**config.mk**
```make
export PLATFORM = sky130hd
export DESIGN_NAME = bin2bcd_seq
export DESIGN_NICKNAME = d
export VERILOG_FILES = /design/src/rtl/bin2bcd_pkg.sv /design/src/rtl/bcd_digit_adj.sv /design/src/rtl/bin2bcd_seq.sv
export SDC_FILE = /design/constraint.sdc
export NUM_CORES = 1
export LEC_CHECK = 0
export BUFFER_PORTS_ARGS = -buffer_cell sky130_fd_sc_hd__buf_4
export CAP_MARGIN = 0
export CORE_ASPECT_RATIO = 2
export CORE_MARGIN = 2
export CORE_UTILIZATION = 48
export CTS_CLUSTER_SIZE = 25
export DETAILED_ROUTE_END_ITERATION = 10
export MAX_ROUTING_LAYER = met4
export PLACE_DENSITY = 0.71
export SYNTH_ARGS = -nofsm -noshare
export SYNTH_HDL_FRONTEND = slang
export SYNTH_HIERARCHICAL = 1
export SYNTH_SLANG_ARGS = --single-unit
```
**constraint.sdc**
```tcl
create_clock -name clk -period 1.4 [get_ports clk]
set_input_delay 0.28 -clock clk [delete_from_list [all_inputs] [get_ports clk]]
set_output_delay 0.28 -clock clk [all_outputs]
set_load 0.005 [all_outputs]
```
**src/rtl/bin2bcd_pkg.sv**
```systemverilog
// Purpose: shared constants and state encoding for the sequential binary-to-BCD converter.
// Latency: n/a (declarations only).
// Backpressure: n/a.
//
// Contents:
//   state_e            FSM encoding IDLE/OP/DONE
//   NUM_DIGITS/DIGIT_W output digit count and digit width
//   ADJ_THRESH/ADJ_ADD double-dabble correction constants
//   WIDTH_MIN/WIDTH_MAX legal binary input widths (2^13-1 = 8191 still fits four digits)
package bin2bcd_pkg;

   typedef enum logic [1:0] {
      IDLE = 2'b00,
      OP   = 2'b01,
      DONE = 2'b10
   } state_e;

   localparam int NUM_DIGITS = 4;
   localparam int DIGIT_W    = 4;

   localparam logic [DIGIT_W-1:0] ADJ_THRESH = 4'd5;
   localparam logic [DIGIT_W-1:0] ADJ_ADD    = 4'd3;

   localparam int WIDTH_MIN = 1;
   localparam int WIDTH_MAX = 13;

endpackage : bin2bcd_pkg

```
**src/rtl/bcd_digit_adj.sv**
```systemverilog
// Purpose: double-dabble digit correction, "if digit >= 5 then add 3" on one BCD digit.
// Latency: combinational.
// Backpressure: none.
//
// Ports:
//   digit_in   working BCD digit before the shift
//   digit_out  corrected digit; 4-bit add, carry out deliberately dropped
module bcd_digit_adj
   import bin2bcd_pkg::*;
(
   input  logic [DIGIT_W-1:0] digit_in,
   output logic [DIGIT_W-1:0] digit_out
);

   // A digit of 5..9 becomes 8..12, so its doubled value carries correctly
   // into the next decade after the shift. Values above 9 never occur in a
   // legal working register, so dropping the carry is safe.
   always_comb begin
      digit_out = digit_in;
      if (digit_in >= ADJ_THRESH) begin
         digit_out = digit_in + ADJ_ADD;
      end
   end

endmodule : bcd_digit_adj

```
**src/rtl/bin2bcd_seq.sv**
```systemverilog
// Purpose: sequential double-dabble converter, WIDTH-bit unsigned binary to four BCD digits.
// Latency: start accepted at edge E0, done_tick high in the cycle after edge E(WIDTH); WIDTH+2 clocks per conversion.
// Backpressure: start is only honoured while ready=1; requests during OP/DONE are dropped, not queued.
//
// Ports:
//   clk        system clock, rising edge
//   reset      asynchronous active-high reset
//   start      conversion request, sampled only in IDLE
//   bin        binary value, captured only on the accepted start edge
//   ready      high while idle (decoded from state)
//   done_tick  single-cycle pulse in the cycle after the result is committed
//   bcd3..bcd0 thousands..units digit of the last committed result (registered)
module bin2bcd_seq
   import bin2bcd_pkg::*;
#(
   parameter int WIDTH = 10
)
(
   input  logic             clk,
   input  logic             reset,
   input  logic             start,
   input  logic [WIDTH-1:0] bin,
   output logic             ready,
   output logic             done_tick,
   output logic [3:0]       bcd3,
   output logic [3:0]       bcd2,
   output logic [3:0]       bcd1,
   output logic [3:0]       bcd0
);

   localparam int CNT_W    = $clog2(WIDTH + 1);
   localparam int DIG_BITS = NUM_DIGITS * DIGIT_W;
   localparam int SHW      = DIG_BITS + WIDTH;

   // Wider inputs could exceed 9999 and there is no fifth digit to hold them.
   if (WIDTH < WIDTH_MIN || WIDTH > WIDTH_MAX) begin : g_width_check
      $error("bin2bcd_seq: WIDTH must be within 1..13");
   end

   state_e              state_q, state_d;
   logic [WIDTH-1:0]    bin_q,   bin_d;
   logic [DIG_BITS-1:0] dig_q,   dig_d;
   logic [DIG_BITS-1:0] bcd_q,   bcd_d;
   logic [CNT_W-1:0]    cnt_q,   cnt_d;

   logic [DIG_BITS-1:0] dig_adj;
   logic [SHW-1:0]      shifted;

   // ------------------------------------------------------------------
   // Datapath: correct every working digit, then shift {digits, binary}
   // left by one so the binary MSB enters the units digit.
   // ------------------------------------------------------------------
   for (genvar g = 0; g < NUM_DIGITS; g++) begin : g_adj
      bcd_digit_adj u_adj (
         .digit_in  (dig_q[g*DIGIT_W +: DIGIT_W]),
         .digit_out (dig_adj[g*DIGIT_W +: DIGIT_W])
      );
   end

   // Shifting the whole concatenation keeps WIDTH=1 legal (no empty slices).
   assign shifted = {dig_adj, bin_q} << 1;

   // ------------------------------------------------------------------
   // Next-state and output decode
   // ------------------------------------------------------------------
   always_comb begin
      state_d   = state_q;
      bin_d     = bin_q;
      dig_d     = dig_q;
      cnt_d     = cnt_q;
      bcd_d     = bcd_q;
      ready     = 1'b0;
      done_tick = 1'b0;

      case (state_q)
         IDLE: begin
            ready = 1'b1;
            if (start) begin
               bin_d   = bin;
               dig_d   = '0;
               cnt_d   = CNT_W'(WIDTH);
               state_d = OP;
            end
         end

         OP: begin
            dig_d = shifted[SHW-1 -: DIG_BITS];
            bin_d = shifted[WIDTH-1:0];
            cnt_d = cnt_q - CNT_W'(1);
            // Last shift: commit the post-shift digits in the same edge so
            // the visible outputs jump straight from old result to new one.
            if (cnt_q == CNT_W'(1)) begin
               bcd_d   = shifted[SHW-1 -: DIG_BITS];
               state_d = DONE;
            end
         end

         DONE: begin
            done_tick = 1'b1;
            state_d   = IDLE;
         end

         default: begin
            state_d = IDLE;
         end
      endcase
   end

   // ------------------------------------------------------------------
   // State registers; reset aborts any conversion in flight.
   // ------------------------------------------------------------------
   always_ff @(posedge clk or posedge reset) begin
      if (reset) begin
         state_q <= IDLE;
         bin_q   <= '0;
         dig_q   <= '0;
         cnt_q   <= '0;
         bcd_q   <= '0;
      end else begin
         state_q <= state_d;
         bin_q   <= bin_d;
         dig_q   <= dig_d;
         cnt_q   <= cnt_d;
         bcd_q   <= bcd_d;
      end
   end

   assign bcd3 = bcd_q[3*DIGIT_W +: DIGIT_W];
   assign bcd2 = bcd_q[2*DIGIT_W +: DIGIT_W];
   assign bcd1 = bcd_q[1*DIGIT_W +: DIGIT_W];
   assign bcd0 = bcd_q[0*DIGIT_W +: DIGIT_W];

endmodule : bin2bcd_seq

```
### Word level (Yosys, flattened, before mapping)

Cells that the tools add are included.

| word-level totals | value |
|---|---|
| register bits after elaboration | 48 |
| bits in latches | 0 |
| memory bits (writable) | 0 |
| ROM bits | 0 |
| input port bits | 13 |
| output and inout bits | 18 |
| word-level logic and storage cells | 39 |
| memories kept | 0 |

| operators by class | value |
|---|---|
| $add $sub $neg | 5 |
| multipliers | 0 |
| divide/modulo/power cells | 0 |
| order comparisons | 4 |
| eq/ne operators | 5 |
| shift-type cells | 0 |
| muxes and demuxes | 15 |
| bitwise logic cells | 0 |
| reductions and logical operators | 5 |

Operator list:

| kind | count |
|---|---|
| 16-bit case mux with 2 select lines | 1 |
| 10-bit case mux with 2 select lines | 1 |
| 4-bit by 3-bit >= comparator with 1-bit output (second input constant) | 4 |
| 16-bit two-way mux | 1 |
| 4-bit two-way mux | 4 |
| 4-bit by 2-bit adder with 4-bit output (second input constant) | 3 |
| 10-bit two-way mux | 1 |
| 4-bit case mux with 2 select lines | 1 |
| 2-bit AND reduction | 3 |
| 4-bit by 1-bit == test with 1-bit output (second input constant) | 1 |
| 2-bit two-way mux | 2 |
| 2-bit inequality test (second input constant) | 2 |
| 2-bit case mux with 2 select lines | 1 |
| 4-bit by 1-bit subtractor with 4-bit output (second input constant) | 1 |
| 3-bit by 2-bit adder with 3-bit output (second input constant) | 1 |
| 3-bit two-way mux | 1 |
| 2-bit by 1-bit == test with 1-bit output (second input constant) | 1 |
| 2-bit == test (second input constant) | 1 |
| 2-bit logical NOT | 1 |
| 1-bit two-way mux | 2 |
| 2-bit nonzero test | 1 |

### Depth between registers and ports, before layout

Gate-level depths: netlist (run 1).

| depth | value |
|---|---|
| word-level depth | 3 |
| mapped depth | 7 |

### Cells and area by module

The synthesis (run 1) kept the hierarchy.

Modules (own cells, without submodules):

| module | instances | cells each | area an instance (µm²) |
|---|---|---|---|
| bin2bcd_seq | 1 | 151 | 1995.7 |
| bcd_digit_adj | 4 | 16 | 101.3 |

### Worst setup path after synthesis (run 1)

OpenSTA, ideal clock, no wires.

| timing path | value |
|---|---|
| kind | register to register |
| start | reg cnt_q[1] |
| end | reg bcd_q[0] |
| arrival time | 1.441 ns |
| path slack | -0.166 ns |
| cell stages (with the launch flop) | 8 |
| buffers on the path | 2 |
| path through | dfrtp_1 inv_1 ha_1 and4bb_1 nor2b_4 buf_6 buf_12 mux2_4 |

| between the ends | value |
|---|---|
| word-level cells in the longest chain between the ends | 2 |

RTL lines:

| element | line | source |
|---|---|---|
| from (decl) | bin2bcd_seq.sv:44 | `logic [CNT_W-1:0] cnt_q, cnt_d;` |
| from (signal assigned) | bin2bcd_seq.sv:123 | `cnt_q <= cnt_d;` |
| 4-bit by 1-bit == test with 1-bit output | bin2bcd_seq.sv:92 | `if (cnt_q == CNT_W'(1)) begin` |
| 2-bit AND reduction (no line) | - |  |
| to (signal assigned) | bin2bcd_seq.sv:118 | `bcd_q <= '0;` |
| to (signal assigned) | bin2bcd_seq.sv:124 | `bcd_q <= bcd_d;` |
| to (decl) | bin2bcd_seq.sv:43 | `logic [DIG_BITS-1:0] bcd_q, bcd_d;` |

No other way between the ends.
A chain may end at the register's enable or synchronous reset.

### Final worst setup path (run 1)

| timing path | value |
|---|---|
| start | reg cnt_q[1] |
| end | reg bcd_q[11] |

Same word-level chain as after synthesis.

==> impl_metrics.yaml, run 1 <==
global_routing:
  grt_max_degree: 19
  grt_pass1_vias: 1860
  grt_pass1_wl_um: 8530
  grt_usage_pct: 21.4
  antenna_found_initial: 0
  gr-total-overflow: 0
hold_path:
  hold_class: "in2reg"
sta:
  layout_min_cycle_time_ns: 1.61
  fin_skew_ns: 0.0116
  fin_crit_sh_pct: 115
  fin_ws_ns: -0.209
  rsz0062_at_grt: "true"
  slew_headroom_pct: 69.5
  slew_viol_final: 0
  worst_slew_pin_slew_ns: 0.457
  hold_violations: 0
  max_freq_ghz: 0.621
  finalSetupTns_ns: -2.93
  finalSetupViolations: 19
die:
  rows: 36
  start_util_pct: 49.4
  io-pin-count: 31
  die_w_um: 53.8
  fp.dieH_um: 104
  core-area_sq_um: 4820
  dieArea_sq_um: 5570
route:
  wl_um: 5320
  via_per_inst: 5.41
  drc: 0
  drtPass1Iterations: 4
  wl_per_cell_um: 15.7
  drt-initial-drc-count: 49
  vias: 1833
  ant_nets: 0
place:
  place_ws_ns: -0.185
  place_hpwl_um: 3510
  place_congestion: 0.710
  io_buffers: 30
finish:
  final_nets: 304
  syn_to_final_growth_pct: 43.0
  drive_above_1_share_pct: 49.6
  antennaDiodeCount: 0
  num-fill-cells: 356
  fin_util_pct: 70.7
setup_path:
  crit_path_top_delay_cell: "dfrtp_1"
  arrival_ns: 1.80
  slowest_delay_ns: 0.40
  worstPathCellList: "inv_2, ha_1, and4bb_1, nor2b_4, buf_12, mux2_2"
  required_ns: 1.59
  path_delay_family: "simple AND/OR/NAND/NOR gates"
  critPathBufInv: 2
  worst_setup_path_end_kind: "flop"
  startpoint_type: "flop"
  criticalPathCategory: "reg2reg"
  path_max_fanout: 12
clock_tree:
  root_buffer: "clkbuf_8"
  clk_path_buf_depth: 2
  clk_pin_slew_ns: 0.09
  insertion_delay_ns: 0.31
  htreeDepth: 2
  tritoncts: "done"
  numCtsBuffers: 5
  cts_num_sinks: 48
pwr:
  ir_drop_v: 0.00139
  power_uw: 8040
  p_per_area_nw_per_um2: 2360
  p_leak_uw: 0.00164
yosys:
  synth_area_sq_um: 2380
  synth_nets: 234
  syn_inst: 211
  yosysWarnings: 6
  syn_avg_cell_area_sq_um: 11.3
status:
  violations: "setup timing"
  status: "finished with violations"
job:
  drv_cap: 0
[final timing paths]
path / start / endpoint / slack [ns] / cells after the start
max in group asynchronous: reset / dig_q[0] / 0.43 / 4
worst max-delay path: cnt_q[1] / bcd_q[11] / -0.21 / 6
worst max register to register: cnt_q[1] / bcd_q[11] / -0.21 / 6
worst min register to register: bin_q[1] / bin_q[1] / 0.50 / 2
min in group asynchronous: reset / cnt_q[0] / 0.54 / 3
worst min-delay path: bin[0] / bin_q[0] / 0.22 / 2
[stage by stage]
step | hold WS (ns) | instances | instance area, sq um
after CTS | 0.208 | 331 | 3190
after global routing | 0.206 | 339 | 3410
after detailed placement | 0.325 | 317 | 2890
after floorplan | 0.310 | 211 | 2380
final | 0.217 | 339 | 3410
after global placement | 0.318 | 317 | 2890
[where the power goes]
part	internal, uW	total (uW)	switching [uW]
combinational	2640	4520	1880
sequential	2000	2510	505
clock	529	1010	486
[cell usage in the layout, fill, tap and decap left out, types with 5 or more instances in the layout]
cell       n
nand2b_4   5
mux2_4    11
mux2_2     5
nand2_1   26
o21ai_0   10
dfrtp_1   45
a22o_1    16
clkbuf_8   5
and3b_1    6
nor2_1     5
ha_4       6
buf_6      7
buf_4     59
inv_2      7
a21oi_1    7
[area by class of cell]
type                            instances  area, sq um  area share [%]
Sequential cell                        48         1200            35.4
Clock buffer                            5         68.8            2.02
Multi-Input combinational cell        140         1300            38.2
Clock inverter                          3         42.5            1.25
Inverter                               12         48.8            1.43
Tap cell                               57         71.3            2.09
Timing Repair Buffer                   74          667            19.6
[worst reg2reg max path, stage by stage (launching register included)]
cell and delay, ns:
dfrtp_1 0.40, inv_2 0.06, ha_1 0.13, and4bb_1 0.22
nor2b_4 0.19, buf_12 0.16, mux2_2 0.34
[repair_timing]
item,4_1_cts,5_1_grt
endpoints found under the setup margin,27,42
setup buffers,5,7
hold buffers,1,0
pin swaps,8,9
endpoints found under the hold margin,16,0
gates cloned,0,1
resized for setup,30,35
[metal layers]
layer | vias up | share of wire, % | GRT usage (%)
li1 | 874 | - | -
met1 | 910 | 36 | 22.7
met2 | 39 | 59 | 37.4
met3 | 10 | 2.7 | 3.60
met4 | 0 | 2.7 | 7.88
met5 | - | 0 | -
[registers in the layout (all words and copies together) (netlist names)]
name	count
bin_q	10
cnt_q	4
state_q	2
dig_q	16
bcd_q	16
Note: power is estimated with default switching activity, not from simulation.
==> inputs of run 2 (changes only) <==
SYNTH_HIERARCHICAL = default   (was 1)
==> impl_metrics.yaml, run 2 <==
place:
  placedCellCount: 331
  place_hpwl_um: 3560
  io_buffers: 30
  place_congestion: 0.766
  dpl_cell_area_sq_um: 2850
setup_path:
  arrival_ns: 1.69
  crit_path_top_delay_cell: "dfrtp_2"
  worst_setup_path_end_kind: "flop"
  worstPathCellList: "ha_4, nand2b_4, a21oi_4, mux2_4, o21ai_2"
  critPathBufInv: 0
  required_ns: 1.64
  criticalPathCategory: "reg2reg"
  path_delay_family: "flip-flops"
  slowest_delay_ns: 0.46
  startpoint_type: "flop"
  path_max_fanout: 4
clock_tree:
  tritoncts: "done"
  cts_num_sinks: 48
  numCtsBuffers: 5
  root_buffer: "clkbuf_8"
  cts_hold_buf: 0
  insertion_delay_ns: 0.30
  clk_pin_slew_ns: 0.09
  clk_path_buf_depth: 2
  htreeDepth: 2
sta:
  hold_violations: 0
  slew_headroom_pct: 79.1
  finalSetupViolations: 8
  fin_ws_ns: -0.0509
  worst_slew_pin_slew_ns: 0.313
  holdWs_ns: 0.0220
  rsz0062_at_grt: "true"
  max_freq_ghz: 0.689
  finalSetupTns_ns: -0.176
  fin_crit_sh_pct: 104
  layout_min_cycle_time_ns: 1.45
  slew_viol_final: 0
  fin_skew_ns: 0.00416
finish:
  antennaDiodeCount: 0
  num-fill-cells: 377
  largest_registers: "bcd_q (16), dig_q (16), bin_q (10)"
  layout_common_cells: "buf_4 (53), dfrtp_1 (45), nand2_1 (34)"
  final_common_cell: "buf_4"
  syn_to_final_growth_pct: 37.2
  drive_above_1_share_pct: 45.7
  design_area_sq_um: 3240
  final_nets: 311
  instances_no_fill: 346
yosys:
  yosysSeqAreaShare_pct: 50.9
  synthTopCellsByCount: "dfrtp_1 (48), nand2_1 (34), o21ai_0 (21)"
  syn_avg_cell_area_sq_um: 10.2
  synthArstFlopShare_pct: 100
  dominantRegCellSynth: "dfrtp_1"
  synth_nets: 255
  netlist-cell-type-count: 32
  syn_inst: 232
  yosysMostFrequentCell: "dfrtp_1"
  synth_enable_flop_cells: 0
  synth-seq-cells: 48
  yosys-top-cells-area: "dfrtp_1 (51%), nand2_1 (5.4%), ha_1 (5.3%), o21ai_0 (4.5%), o21ai_1 (3.6%)"
  yosysTopAreaCellShare_pct: 50.9
  yosysWarnings: 0
  synth_area_sq_um: 2360
  synth_top_area_cell: "dfrtp_1"
pwr:
  intPower_uw: 4730
  ir_drop_v: 0.00178
  combinationalPowerShare_pct: 56.0
  clkPwrFrac_pct: 11.2
  p_per_area_nw_per_um2: 2390
  power_uw: 7730
  p_sw_share_pct: 38.8
  p_leak_uw: 0.00148
  seqPwrFrac_pct: 32.8
  p_switching_uw: 3000
route:
  vias: 1891
  drc: 0
  drtPass1Iterations: 4
  drt-initial-drc-count: 15
  wl_per_cell_um: 15.2
  wl_um: 5260
  ant_nets: 0
  via_per_inst: 5.47
global_routing:
  grt_pass1_vias: 1940
  gr-total-overflow: 0
  antenna_found_initial: 0
  grt_pass1_wl_um: 8690
  grt_max_degree: 49
  grt_usage_pct: 21.7
die:
  rows: 36
  core-area_sq_um: 4820
  dieArea_sq_um: 5530
  fp.dieH_um: 103
  io-pin-count: 31
  die_w_um: 53.6
  start_util_pct: 49.0
status:
  status: "finished with violations"
  violations: "setup timing"
hold_path:
  hold_class: "in2async"
job:
  drv_cap: 0
-- run 2: metrics by stage --
step | utilization (%) | worst slack [ns]
after detailed placement | 59.1 | -0.0884
after CTS | 63.9 | -0.0424
after floorplan | - | 0.000337
final | 67.2 | -0.0509
after global routing | 67.2 | -0.0962
after global placement | 59.1 | -0.0563
-- run 2: per-layer routing --
| layer | track usage, % | routed length [um] | vias up |
|---|---|---|---|
| li1 | - | - | 918 |
| met5 | - | 0 | - |
| met4 | 7.10 | 114 | 0 |
| met1 | 23.6 | 1950 | 930 |
| met3 | 2.75 | 133 | 10 |
| met2 | 39.3 | 3060 | 33 |
-- run 2: cells by family after synthesis --
family,count (synthesis),share of synthesized area [%]
XOR/XNOR,4,1.48
AND/OR/NAND/NOR,67,14.9
flip-flops,48,50.9
AO/OA/AOI/OAI,69,17.4
adder cells (fa/ha/maj),10,5.30
buffers and inverters,24,4.77
multiplexers,10,5.25
-- run 2: power groups by stage --
stage	sequential (uW)	clock, uW	combinational, uW
final	2540	865	4320
after CTS	2480	873	3910
after global routing	2630	933	4750
after global placement	2460	0	3400
after detailed placement	2490	0	3510
after floorplan	2410	0	2300
-- run 2: final cells by class --
cell class	instances	area (sq um)	area share [%]
repair buffers	60	502	15.5
well taps	57	71.3	2.20
flip-flops and latches	48	1200	37.2
multi-input cells	160	1310	40.4
clock buffers	7	86.3	2.67
inverters	13	57.6	1.78
clock inverters	1	7.51	0.232
-- run 2: timing repair --
action                     CTS  global route
pin swaps                    5             9
setup endpoints to repair   21            31
gates cloned                 0             0
gates resized for setup     23            38
setup buffers                4             3
-- run 2: path summary, 6_finish.rpt --
| path | cells after the start | endpoint | start | slack [ns] |
|---|---|---|---|---|
| min | 3 | bcd_q[2] | reset | 0.02 |
| max reg2reg | 5 | bcd_q[2] | dig_q[0] | -0.05 |
| min in group clk | 3 | bin_q[6] | bin[6] | 0.27 |
| min reg2reg | 2 | bcd_q[8] | bcd_q[8] | 0.49 |
| max | 5 | bcd_q[2] | dig_q[0] | -0.05 |
| max in group asynchronous | 3 | state_q[0] | reset | 1.13 |
-- run 2: worst reg2reg max path, delay by kind of cell, from the launching register on --
family | cells | cell delay, ns
flip-flops | 1 | 0.46
multiplexers | 1 | 0.34
AO/OA/AOI/OAI | 2 | 0.27
adder cells (fa/ha/maj) | 1 | 0.17
AND/OR/NAND/NOR | 1 | 0.15
